===== config.mk =====
export PLATFORM = sky130hd
export DESIGN_NAME = usb_fifo_reader
export DESIGN_NICKNAME = d
export VERILOG_FILES = /design/src/rtl/usb_audio_pkg.sv /design/src/rtl/sync_2ff.sv /design/src/rtl/usb_fifo_reader.sv
export SDC_FILE = /design/constraint.sdc
export NUM_CORES = 1
export LEC_CHECK = 0
export CAP_MARGIN = 20
export CORE_UTILIZATION = 50
export DETAILED_ROUTE_END_ITERATION = 12
export GPL_TIMING_DRIVEN = 0
export PLACE_DENSITY = 0.88
export SKIP_CTS_REPAIR_TIMING = 1
export SLEW_MARGIN = 20
export SYNTH_ARGS = -nofsm -noshare
export SYNTH_HDL_FRONTEND = slang
export SYNTH_SLANG_ARGS = --single-unit

===== constraint.sdc =====
create_clock -name clk -period 2.6 [get_ports clk]
set_clock_uncertainty 0.15 [all_clocks]
set_input_delay 0.52 -clock clk [delete_from_list [all_inputs] [get_ports clk]]
set_output_delay 0.52 -clock clk [all_outputs]
set_load 0.02 [all_outputs]

===== src/rtl/usb_audio_pkg.sv =====
// Shared types and frame-format helpers for the USB audio input path.
package usb_audio_pkg;

  // Read-sequencer states for the FT245-style FIFO reader.
  typedef enum logic [1:0] {
    IDLE    = 2'd0,
    STROBE  = 2'd1,
    RECOVER = 2'd2,
    HOLD    = 2'd3
  } rd_state_t;

  localparam int unsigned MAX_BYTES_PER_SAMPLE = 4;
  localparam int unsigned SAMPLE_W             = 32;

  // raw holds the sample bytes LSB-first in its low bytes; the result is
  // left-justified in SAMPLE_W bits with zero-padded LSBs.
  function automatic logic [SAMPLE_W-1:0] pack_sample(
    input logic [SAMPLE_W-1:0] raw,
    input int unsigned         bps
  );
    logic [SAMPLE_W-1:0] masked;
    masked = '0;
    for (int unsigned i = 0; i < MAX_BYTES_PER_SAMPLE; i++) begin
      if (i < bps) masked[8*i +: 8] = raw[8*i +: 8];
    end
    return masked << (8 * (MAX_BYTES_PER_SAMPLE - bps));
  endfunction

endpackage


===== src/rtl/sync_2ff.sv =====
// Two-flop synchroniser for a single asynchronous status pin.
module sync_2ff #(
  parameter logic RESET_VAL = 1'b1
) (
  input  logic clk,
  input  logic nrst,
  input  logic d,
  output logic q
);

  logic meta;

  // Double-register the asynchronous input into the clk domain.
  always_ff @(posedge clk or negedge nrst) begin
    if (!nrst) begin
      meta <= RESET_VAL;
      q    <= RESET_VAL;
    end else begin
      meta <= d;
      q    <= meta;
    end
  end

endmodule


===== src/rtl/usb_fifo_reader.sv =====
// Pulls PCM bytes from an FT245-style FIFO and assembles stereo frames
// with a valid/ready output register and read backpressure.
module usb_fifo_reader
  import usb_audio_pkg::*;
#(
  parameter int unsigned BYTES_PER_SAMPLE = 2,
  parameter int unsigned RD_LOW_CYCLES    = 4,
  parameter int unsigned RD_HIGH_CYCLES   = 4
) (
  input  logic        clk,
  input  logic        nrst,
  input  logic [7:0]  fifo_data,
  input  logic        fifo_rxf_n,
  output logic        fifo_rd_n,
  input  logic        flush,
  output logic [31:0] sample_left,
  output logic [31:0] sample_right,
  output logic        sample_valid,
  input  logic        sample_ready,
  output logic        partial
);

  localparam int unsigned FRAME_BYTES = 2 * BYTES_PER_SAMPLE;
  localparam int unsigned IDX_W       = $clog2(FRAME_BYTES);
  localparam int unsigned CNT_MAX     = (RD_LOW_CYCLES > RD_HIGH_CYCLES) ?
                                        RD_LOW_CYCLES : RD_HIGH_CYCLES;
  localparam int unsigned CNT_W       = $clog2(CNT_MAX + 1);

  localparam logic [IDX_W-1:0] LAST_IDX  = IDX_W'(FRAME_BYTES - 1);
  localparam logic [CNT_W-1:0] LOW_LAST  = CNT_W'(RD_LOW_CYCLES - 1);
  localparam logic [CNT_W-1:0] HIGH_LAST = CNT_W'(RD_HIGH_CYCLES - 1);

  logic                rxf_s;
  rd_state_t           state, state_nxt;
  logic [CNT_W-1:0]    cnt, cnt_nxt;
  logic [IDX_W-1:0]    byte_idx, byte_idx_nxt;
  logic                rd_n_q, rd_n_nxt;
  logic                drop_q, drop_nxt;
  logic                capture;
  logic                load;
  logic                output_free;
  logic [7:0]          byte_buf [FRAME_BYTES];
  logic [SAMPLE_W-1:0] left_raw, right_raw;

  sync_2ff #(.RESET_VAL(1'b1)) u_rxf_sync (
    .clk  (clk),
    .nrst (nrst),
    .d    (fifo_rxf_n),
    .q    (rxf_s)
  );

  assign output_free = !sample_valid || sample_ready;
  assign fifo_rd_n   = rd_n_q;
  assign partial     = (byte_idx != '0) || (state == HOLD);

  // Next-state, strobe and buffer-control decode for the read sequencer.
  always_comb begin
    state_nxt    = state;
    cnt_nxt      = cnt;
    byte_idx_nxt = byte_idx;
    rd_n_nxt     = rd_n_q;
    drop_nxt     = drop_q;
    capture      = 1'b0;
    load         = 1'b0;
    unique case (state)
      IDLE: begin
        if (flush) begin
          byte_idx_nxt = '0;
        end else if (!rxf_s) begin
          state_nxt = STROBE;
          rd_n_nxt  = 1'b0;
          cnt_nxt   = '0;
        end
      end
      STROBE: begin
        // A flush during the pulse is remembered so the pulse still runs to
        // full width; the flag then carries through RECOVER so that exit
        // does not advance byte_idx past the discarded byte.
        drop_nxt = drop_q | flush;
        if (cnt == LOW_LAST) begin
          rd_n_nxt  = 1'b1;
          cnt_nxt   = '0;
          state_nxt = RECOVER;
          if (drop_q || flush) byte_idx_nxt = '0;
          else                 capture      = 1'b1;
        end else begin
          cnt_nxt = cnt + 1'b1;
        end
      end
      RECOVER: begin
        if (flush) begin
          state_nxt    = IDLE;
          byte_idx_nxt = '0;
          drop_nxt     = 1'b0;
          cnt_nxt      = '0;
        end else if (cnt == HIGH_LAST) begin
          cnt_nxt  = '0;
          drop_nxt = 1'b0;
          if (drop_q) begin
            state_nxt = IDLE;
          end else if (byte_idx != LAST_IDX) begin
            byte_idx_nxt = byte_idx + 1'b1;
            state_nxt    = IDLE;
          end else if (output_free) begin
            load         = 1'b1;
            byte_idx_nxt = '0;
            state_nxt    = IDLE;
          end else begin
            state_nxt = HOLD;
          end
        end else begin
          cnt_nxt = cnt + 1'b1;
        end
      end
      HOLD: begin
        if (flush) begin
          state_nxt    = IDLE;
          byte_idx_nxt = '0;
        end else if (output_free) begin
          load         = 1'b1;
          byte_idx_nxt = '0;
          state_nxt    = IDLE;
        end
      end
      default: begin
        state_nxt = IDLE;
      end
    endcase
  end

  // Sequencer state register; reset drives the read strobe high at once.
  always_ff @(posedge clk or negedge nrst) begin
    if (!nrst) begin
      state    <= IDLE;
      cnt      <= '0;
      byte_idx <= '0;
      rd_n_q   <= 1'b1;
      drop_q   <= 1'b0;
    end else begin
      state    <= state_nxt;
      cnt      <= cnt_nxt;
      byte_idx <= byte_idx_nxt;
      rd_n_q   <= rd_n_nxt;
      drop_q   <= drop_nxt;
    end
  end

  // Byte buffer: capture the bus on the edge where the strobe rises.
  always_ff @(posedge clk or negedge nrst) begin
    if (!nrst) begin
      for (int unsigned i = 0; i < FRAME_BYTES; i++) byte_buf[i] <= '0;
    end else if (capture) begin
      byte_buf[byte_idx] <= fifo_data;
    end
  end

  // Gather each channel's bytes LSB-first ahead of left-justification.
  always_comb begin
    left_raw  = '0;
    right_raw = '0;
    for (int unsigned i = 0; i < BYTES_PER_SAMPLE; i++) begin
      left_raw[8*i +: 8]  = byte_buf[i];
      right_raw[8*i +: 8] = byte_buf[BYTES_PER_SAMPLE + i];
    end
  end

  // Output register: a load wins over a same-cycle accept, keeping valid high.
  always_ff @(posedge clk or negedge nrst) begin
    if (!nrst) begin
      sample_left  <= '0;
      sample_right <= '0;
      sample_valid <= 1'b0;
    end else if (load) begin
      sample_left  <= pack_sample(left_raw, BYTES_PER_SAMPLE);
      sample_right <= pack_sample(right_raw, BYTES_PER_SAMPLE);
      sample_valid <= 1'b1;
    end else if (sample_valid && sample_ready) begin
      sample_valid <= 1'b0;
    end
  end

endmodule


# Yosys cells after proc, flatten, opt, wreduce, memory -nomap -nowiden
# Cells that the tools add are included.
# op_classes
n_addsub	2
mul	0
div	0
order_cmp	2
eq_ne	13
n_shift	0
mux	48
n_bitwise	2
n_reduce_logical	17
# ops
op	count
$mux 2	19
$bwmux 32	1
$demux 8 s2	1
$mux 1	16
$pmux 2 s4	2
$mux 3	4
$ne 2x2->1 const B	6
$reduce_and 5->1	2
$ne 3x3->1 const B	3
$pmux 3 s3	1
$mux 8	1
$reduce_bool 2->1	4
$pmux 1 s2	3
$eq 2x2->1 const B	2
$reduce_and 4->1	1
$add 3x1->3 const B	1
$eq 3x2->1 const B	1
$ge 3x3->1 const B	1
$logic_or 1x1->1	3
$lt 3x1->1 const B	1
$not 2->3	1
$reduce_and 3->1	1
$reduce_bool 3->1	1
$add 2x1->2 const B	1
6 further kinds	7
# totals
register_bits	76
latch_bits	0
ram_bits	0
rom_bits	0
in_bits	13
wordCells	98
memories	0

# Logic depth before layout (Yosys ltp)
# Gate-level depths: netlist (run 1).
# depth
ltp_word	9
mapped_depth	7
mapped_depth_nobuf	6

# Hierarchy
# A second synthesis (run 1) with hierarchy kept.
# unflattened
hier_cells	248
hier_area_um2	3388.2
# by_module_without_submodules
mod	n_inst	cells_per_inst	area_each_um2	seq_area_each_um2
usb_fifo_reader	1	246	3335.7	1853.0
sync_2ff	1	2	52.6	52.6

# Worst setup path before layout (run 1)
# OpenSTA, ideal clock, no wires.
# synth_path
kind	register -> register
from	register cnt[0]
to	register sample_left[18]
setup_time_ps	125
t_arrival_ps	1703
path_slack_ps	622
stages_incl_launch_ff	8
path_buffers	2
cell_sequence	dfrtp_1 -> ha_1 -> nor3b_2 -> a31oi_1 -> or3_1 -> buf_6 -> buf_12 -> mux2_4
# synth_between
elab_chain_len	4
# synth_lines
item	line_no	rtl
from (decl)	usb_fifo_reader.sv:35	logic [CNT_W-1:0] cnt, cnt_nxt;
from (signal assigned)	usb_fifo_reader.sv:141	cnt <= cnt_nxt;
$eq 3x2->1	usb_fifo_reader.sv:96	end else if (cnt == HIGH_LAST) begin
$mux 1	usb_fifo_reader.sv:96	
$mux 1	usb_fifo_reader.sv:91	if (flush) begin
$pmux 1 s2	usb_fifo_reader.sv:65	unique case (state)
to (signal assigned)	usb_fifo_reader.sv:174	sample_left <= pack_sample(left_raw, BYTES_PER_SAMPLE);
to (decl)	usb_fifo_reader.sv:16	output logic [31:0] sample_left,
# No other way between the ends.
# A chain may end at the register's enable or synchronous reset.

# Worst setup path after layout (run 1)
# layout_path
from	register state[1]
to	output partial
# layout_between
elab_chain_len	2
# layout_lines
item	line_no	rtl
from (decl)	usb_fifo_reader.sv:34	rd_state_t state, state_nxt;
from (signal assigned)	usb_fifo_reader.sv:140	state <= state_nxt;
$eq 2x2->1	usb_fifo_reader.sv:54	assign partial = (byte_idx != '0) || (state == HOLD);
$logic_or 1x1->1	usb_fifo_reader.sv:54	
to (decl)	usb_fifo_reader.sv:20	output logic partial
# No other way between the ends.

==> flow_metrics.tcl, run 1 <==
set metrics [dict create \
    clock_latency_ns 0.35 \
    final_layout_size_suffix_gt1_frac 0.361 \
    synth_area_um2 3520 \
    clockBufferDepth 2 \
    grt-ovfl-total 0 \
    grt_max_degree 62 \
    drc 0 \
    r2r_start "state[1]$_DFFE_PN0P_" \
    tns_ns 0 \
    ys.flop_type "dfrtp_1" \
    yosysUniqueCellTypes 37 \
    die_x_um 85.9 \
    hpwlAfterDp_mm 4.19 \
    antenna_cells 0 \
    crit_required_ns 1.93 \
    max_stage_delay_ns 0.61 \
    cts_num_sinks 76 \
    vias_per_cell 4.63 \
    drv_cap 0 \
    p_clk_frac 0.293 \
    synth_edf_count 0 \
    clockRootBuffer "clkbuf_8" \
    synthCells 245 \
    hold_viol_final 0 \
    fmax_mhz 416 \
    vdd_drop_max_v 0.000488 \
    postRouteAntennaNets 0 \
    die_area_um2 7390 \
    cp_max_fo 5 \
    antenna_found_initial 0 \
    hp-start "u_rxf_sync.meta$_DFF_PN1_" \
    globalRouteTotalUtil 0.177 \
    status "finished, final reports clean" \
    portBuffers 47 \
    period_needed_ns 2.41 \
    p_leak_nw 2.32 \
    seq_area_frac_synth 0.541 \
    utilization 0.655 \
    path_class "reg -> out" \
    rsz0062_at_grt "no" \
    hold_class "reg -> reg" \
    cts_tree "done" \
    cts_buffers 9 \
    crit_chain "ha_1 > inv_1 > nand2_1 > clkdlybuf4s50_1" \
    fin_nets 359 \
    rows 30 \
    grt_pass1_vias 1978 \
    p_comb_frac 0.254 \
    core-area_um2 6790 \
    power.total_mw 2.83 \
    setup_viol 0 \
    worstSetupEndpointType "primary output" \
    cpMaxStageDelayCell "clkdlybuf4s50_1" \
    critPathLaunchType "register" \
    routed_wl_mm 5.85 \
    p_int_mw 1.92 \
    drt_pass1_iterations 4 \
    crit_start "state[1]$_DFFE_PN0P_" \
    fp.dieH_um 85.9 \
    p_sw_uw 906 \
    ys_ff_latch 76 \
    fin_crit_sh 0.925 \
    clkTransAtPathRegs_ns 0.09 \
    h-tree-depth 3 \
    routedWlPerCell_um 13.4 \
    slew_violations 0 \
    yosysWarnings 0 \
    synth_area_per_cell_um2 14.4 \
    gp_congestion 0.934 \
    layout-area-overhead-vs-synth_pct 26.2 \
    async_flop_share 1.00 \
    start_util 0.519 \
    netSwitchingFraction 0.320 \
    vias 2023 \
    dr.first_iter.drc_count 115 \
    ios 80 \
    grt_pass1_wl_mm 9.78 \
    arrival_ns 1.74 \
    seq_power_share 0.454 \
    pwr_density_cell_nw_per_um2 636 \
]
-- critical path, delay by kind of cell (launching register included) --
family,cells,cell delay [ns]
adder cells (fa/ha/maj),1,0.21
buffers and inverters,2,0.70
AND/OR/NAND/NOR,1,0.07
flip-flops,1,0.42
-- flip-flops by register name, indices dropped and copies added (netlist names) --
| name | flops |
|---|---|
| drop_q | 1 |
| byte_buf | 32 |
| cnt | 3 |
| u_rxf_sync.meta | 1 |
| sample_right | 16 |
| u_rxf_sync.q | 1 |
| sample_valid | 1 |
| sample_left | 16 |
| state | 2 |
| fifo_rd_n | 1 |
| byte_idx | 2 |
-- kinds of logic after synthesis --
kind of cell | synth area share
buf+inv | 0.0969
simple gates | 0.0462
flops | 0.541
other cells | 0.00106
mux | 0.243
compound gates | 0.0369
fa+ha+maj | 0.0355
-- cells in the mapped netlist, types with 3 or more instances --
master    instances  area, µm²
a21oi_1           6       30.0
buf_12            3       60.1
buf_4            32        240
dfrtp_1          73       1830
dfstp_2           3       78.8
ha_1             10        125
inv_1             7       26.3
mux2_2           33        372
mux2_4           30        450
nand2_1           8       30.0
nand2b_1          4       25.0
o21ai_0           6       30.0
-- metal layers --
layer	up-vias	track usage	routed length (µm)	part of all wire
li1	978	-	-	-
met1	992	0.237	2770	0.47
met2	51	0.279	2850	0.49
met3	2	0.0520	208	0.036
met4	0	0.0515	21	0.0036
met5	-	0	0	0
-- layout by cell type, fill, tap and decap left out, types with 2 or more instances in the layout --
| cell type | netlist | final |
|---|---|---|
| clkbuf_8 | 0 | 9 |
| nand2_1 | 8 | 8 |
| mux2_1 | 2 | 2 |
| dfstp_2 | 3 | 3 |
| mux2_4 | 30 | 30 |
| inv_1 | 7 | 7 |
| buf_4 | 32 | 33 |
| nor3_1 | 2 | 2 |
| buf_12 | 3 | 3 |
| mux2_2 | 33 | 33 |
| clkdlybuf4s50_1 | 0 | 46 |
| o21ai_0 | 6 | 6 |
| nor2_1 | 2 | 2 |
| a31oi_1 | 2 | 2 |
| dfrtp_1 | 73 | 73 |
| nor2b_1 | 2 | 2 |
| nand2b_1 | 4 | 4 |
| conb_1 | 1 | 32 |
| ha_1 | 10 | 10 |
| a21oi_1 | 6 | 6 |
| clkinvlp_4 | 0 | 2 |
| inv_6 | 0 | 3 |
-- power groups by stage --
stage          clock network, mW  registers (mW)  logic (mW)
2_1_floorplan                  0            1.31       0.512
3_3_place_gp                   0            1.30       0.686
3_5_place_dp                   0            1.31       0.722
4_1_cts                    0.850            1.28       0.723
5_1_grt                    0.903            1.30       0.786
6_report                   0.828            1.28       0.718
-- stage by stage --
| stage | hold slack (ns) | cell area [µm²] | instances | setup slack, ns |
|---|---|---|---|---|
| after detailed placement | 0.198 | 4260 | 420 | 0.0743 |
| after floorplan | 0.0744 | 3640 | 276 | 0.622 |
| after global routing | 0.212 | 4450 | 437 | 0.0549 |
| after CTS | -0.136 | 4440 | 436 | 0.159 |
| after global placement | 0.196 | 4230 | 419 | -1.62 |
| final | 0.209 | 4450 | 437 | 0.194 |
-- final timing paths --
check,endpoint,slack (ns),cells after the start
setup / recovery,partial,0.19,4
max in group asynchronous,u_rxf_sync.q$_DFF_PN1_,1.28,3
min in group asynchronous,sample_right[27]$_DFFE_PN0P_,0.43,2
hold reg to reg,u_rxf_sync.q$_DFF_PN1_,0.21,0
hold / removal,u_rxf_sync.q$_DFF_PN1_,0.21,0
setup reg to reg,byte_buf[27]$_DFFE_PN0P_,0.38,6
-- final cells by class --
type / instances / area (µm²)
Multi-Input combinational cell: 156 / 1390
Clock inverter: 7 / 57.6
Sequential cell: 76 / 1910
Timing Repair Buffer: 49 / 505
Tap cell: 96 / 120
Buffer: 37 / 315
Clock buffer: 9 / 124
Fill cell: 512 / 2350
Inverter: 7 / 26.3
Power figures use the tool's default switching activity.
==> run 2: changes to the inputs <==
Settings changed: CELL_PAD_IN_SITES_DETAIL_PLACEMENT set to 0, CELL_PAD_IN_SITES_GLOBAL_PLACEMENT set to 1, CORE_UTILIZATION 50 to 41, GPL_TIMING_DRIVEN 0 to unset, SKIP_LAST_GASP set to 1.
==> run 2 against run 1 <==
Compared with the run above:
- largest power group unchanged
- global-route usage shrank 3.0 points
- clock power grew 23%
- the run now ends with negative hold slack left
- setup slack lost 0.036 ns
- design area shrank 5.1%
- clock-buffer cell count grew 1
- utilization shrank 14 points
- cell count shrank 5.7%
- fmax shrank 1.5%
==> flow_metrics.tcl, run 2 (synthesis gave the netlist of run 1 again) <==
set metrics [dict create \
    use_met2 0.232 \
    setup_viol 0 \
    fin_nets 325 \
    worstSetupEndpointType "primary output" \
    final_layout_size_suffix_gt1_frac 0.300 \
    status "complete, but fails checks" \
    h-tree-depth 3 \
    rsz0062_at_grt "no" \
    cts_buffers 9 \
    grt_max_degree 41 \
    cp_max_fo 5 \
    vias 1945 \
    antenna_found_initial 0 \
    hold_class "in -> async" \
    cts_num_sinks 76 \
    critPathBufInv 2 \
    final_cell_mix "dfrtp_1 (73), clkdlybuf4s50_1 (46), mux2_2 (33)" \
    layout.cells.most_common "dfrtp_1" \
    grt-ovfl-total 0 \
    drc 0 \
    cpMaxStageDelayCell "clkdlybuf4s50_1" \
    largest_reg_flops 32 \
    path_delay_family "buffers and inverters" \
    grtUsageMet3 0.0507 \
    crit_required_ns 1.93 \
    fin_crit_sh 0.939 \
    gp_congestion 0.852 \
    regMostFlops "byte_buf" \
    globalRouteTotalUtil 0.147 \
    rows 33 \
    vdd_drop_max_v 0.000502 \
    portBuffers 47 \
    pwr_density_cell_nw_per_um2 694 \
    ios 80 \
    hold_viol_final 13 \
    slew_headroom 0.660 \
    crit_chain "ha_1 > inv_1 > nand2_1 > clkdlybuf4s50_1" \
    drt_pass1_iterations 5 \
    dr.first_iter.drc_count 92 \
    routedWlPerCell_um 14.2 \
    tns_ns 0 \
    postRouteAntennaNets 0 \
    critPathLaunchType "register" \
    grt-busiest-layer "met2" \
    top_regs "byte_buf (32), sample_left (16), sample_right (16)" \
    max_stage_delay_ns 0.60 \
    arrival_ns 1.77 \
    worst_pin_slew_ns 0.509 \
    met1_usage 0.188 \
    clockBufferDepth 2 \
    cts_tree "done" \
    fp.dieH_um 94.7 \
    die_area_um2 8970 \
    core-area_um2 8260 \
    setup_ws_ns 0.158 \
    grt_pass1_wl_mm 9.82 \
    layout-area-overhead-vs-synth_pct 19.7 \
    path_class "reg -> out" \
    holdWs_ns -0.00831 \
    grt_pass1_vias 1967 \
    violations "negative hold slack" \
    start_util 0.427 \
    pre_cts_slack_ns 0.166 \
    slew_violations 0 \
    routed_wl_mm 5.87 \
    hpwlAfterDp_mm 4.11 \
    clock_latency_ns 0.34 \
    antenna_cells 0 \
    die_x_um 94.7 \
    vias_per_cell 4.72 \
    period_needed_ns 2.44 \
    fillCellCount 721 \
    p_leak_nw 2.15 \
    clockRootBuffer "clkbuf_8" \
    drv_cap 0 \
    clkTransAtPathRegs_ns 0.08 \
    fmax_mhz 409 \
]
## run 2: per-layer routing
layer,vias to the layer above,wire length [µm]
li1,903,-
met1,964,2660
met2,69,2790
met3,9,356
met4,0,65
met5,-,0
## run 2: through the flow
stage	util	hold WS, ns	area (µm²)	total power, mW	instances
floorplan	-	0.0744	3640	1.82	276
global placement	0.483	0.196	3990	1.92	396
detailed placement	0.483	0.199	3990	1.93	396
CTS	0.511	-0.00784	4220	2.96	412
global route	0.511	0.00697	4220	3.09	412
finish	0.511	-0.00831	4220	2.93	412
## run 2: area by class of cell
class | count | area [µm²] | share of cell area
flip-flops and latches | 76 | 1910 | 0.452
clock inverters | 6 | 93.8 | 0.0222
well taps | 105 | 131 | 0.0311
inverters | 7 | 26.3 | 0.00623
clock buffers | 10 | 138 | 0.0326
multi-input cells | 156 | 1390 | 0.330
repair buffers | 52 | 531 | 0.126
## run 2: final timing paths
kind / to / slack, ns / cells past startpoint / from
min: byte_buf[7]$_DFFE_PN0P_ / -0.008 / 1 / nrst
max: partial / 0.16 / 4 / state[1]$_DFFE_PN0P_
max reg2reg: sample_left[28]$_DFFE_PN0P_ / 0.35 / 6 / cnt[0]$_DFFE_PN0P_
min in group clk: u_rxf_sync.q$_DFF_PN1_ / 0.21 / 0 / u_rxf_sync.meta$_DFF_PN1_
max in group asynchronous: cnt[0]$_DFFE_PN0P_ / 1.74 / 2 / nrst
min reg2reg: u_rxf_sync.q$_DFF_PN1_ / 0.21 / 0 / u_rxf_sync.meta$_DFF_PN1_
## run 2: where the power goes
part	leakage (nW)	switching, mW	internal (mW)
clock network	0.113	0.442	0.575
logic	0.996	0.368	0.258
registers	1.04	0.0473	1.24
==> run 3: changes to the inputs <==
Settings changed: ABC_CLOCK_PERIOD_IN_PS set to 2600.
==> results of run 3 <==
The final DEF is identical to that of run 2; final timing and power are the same.
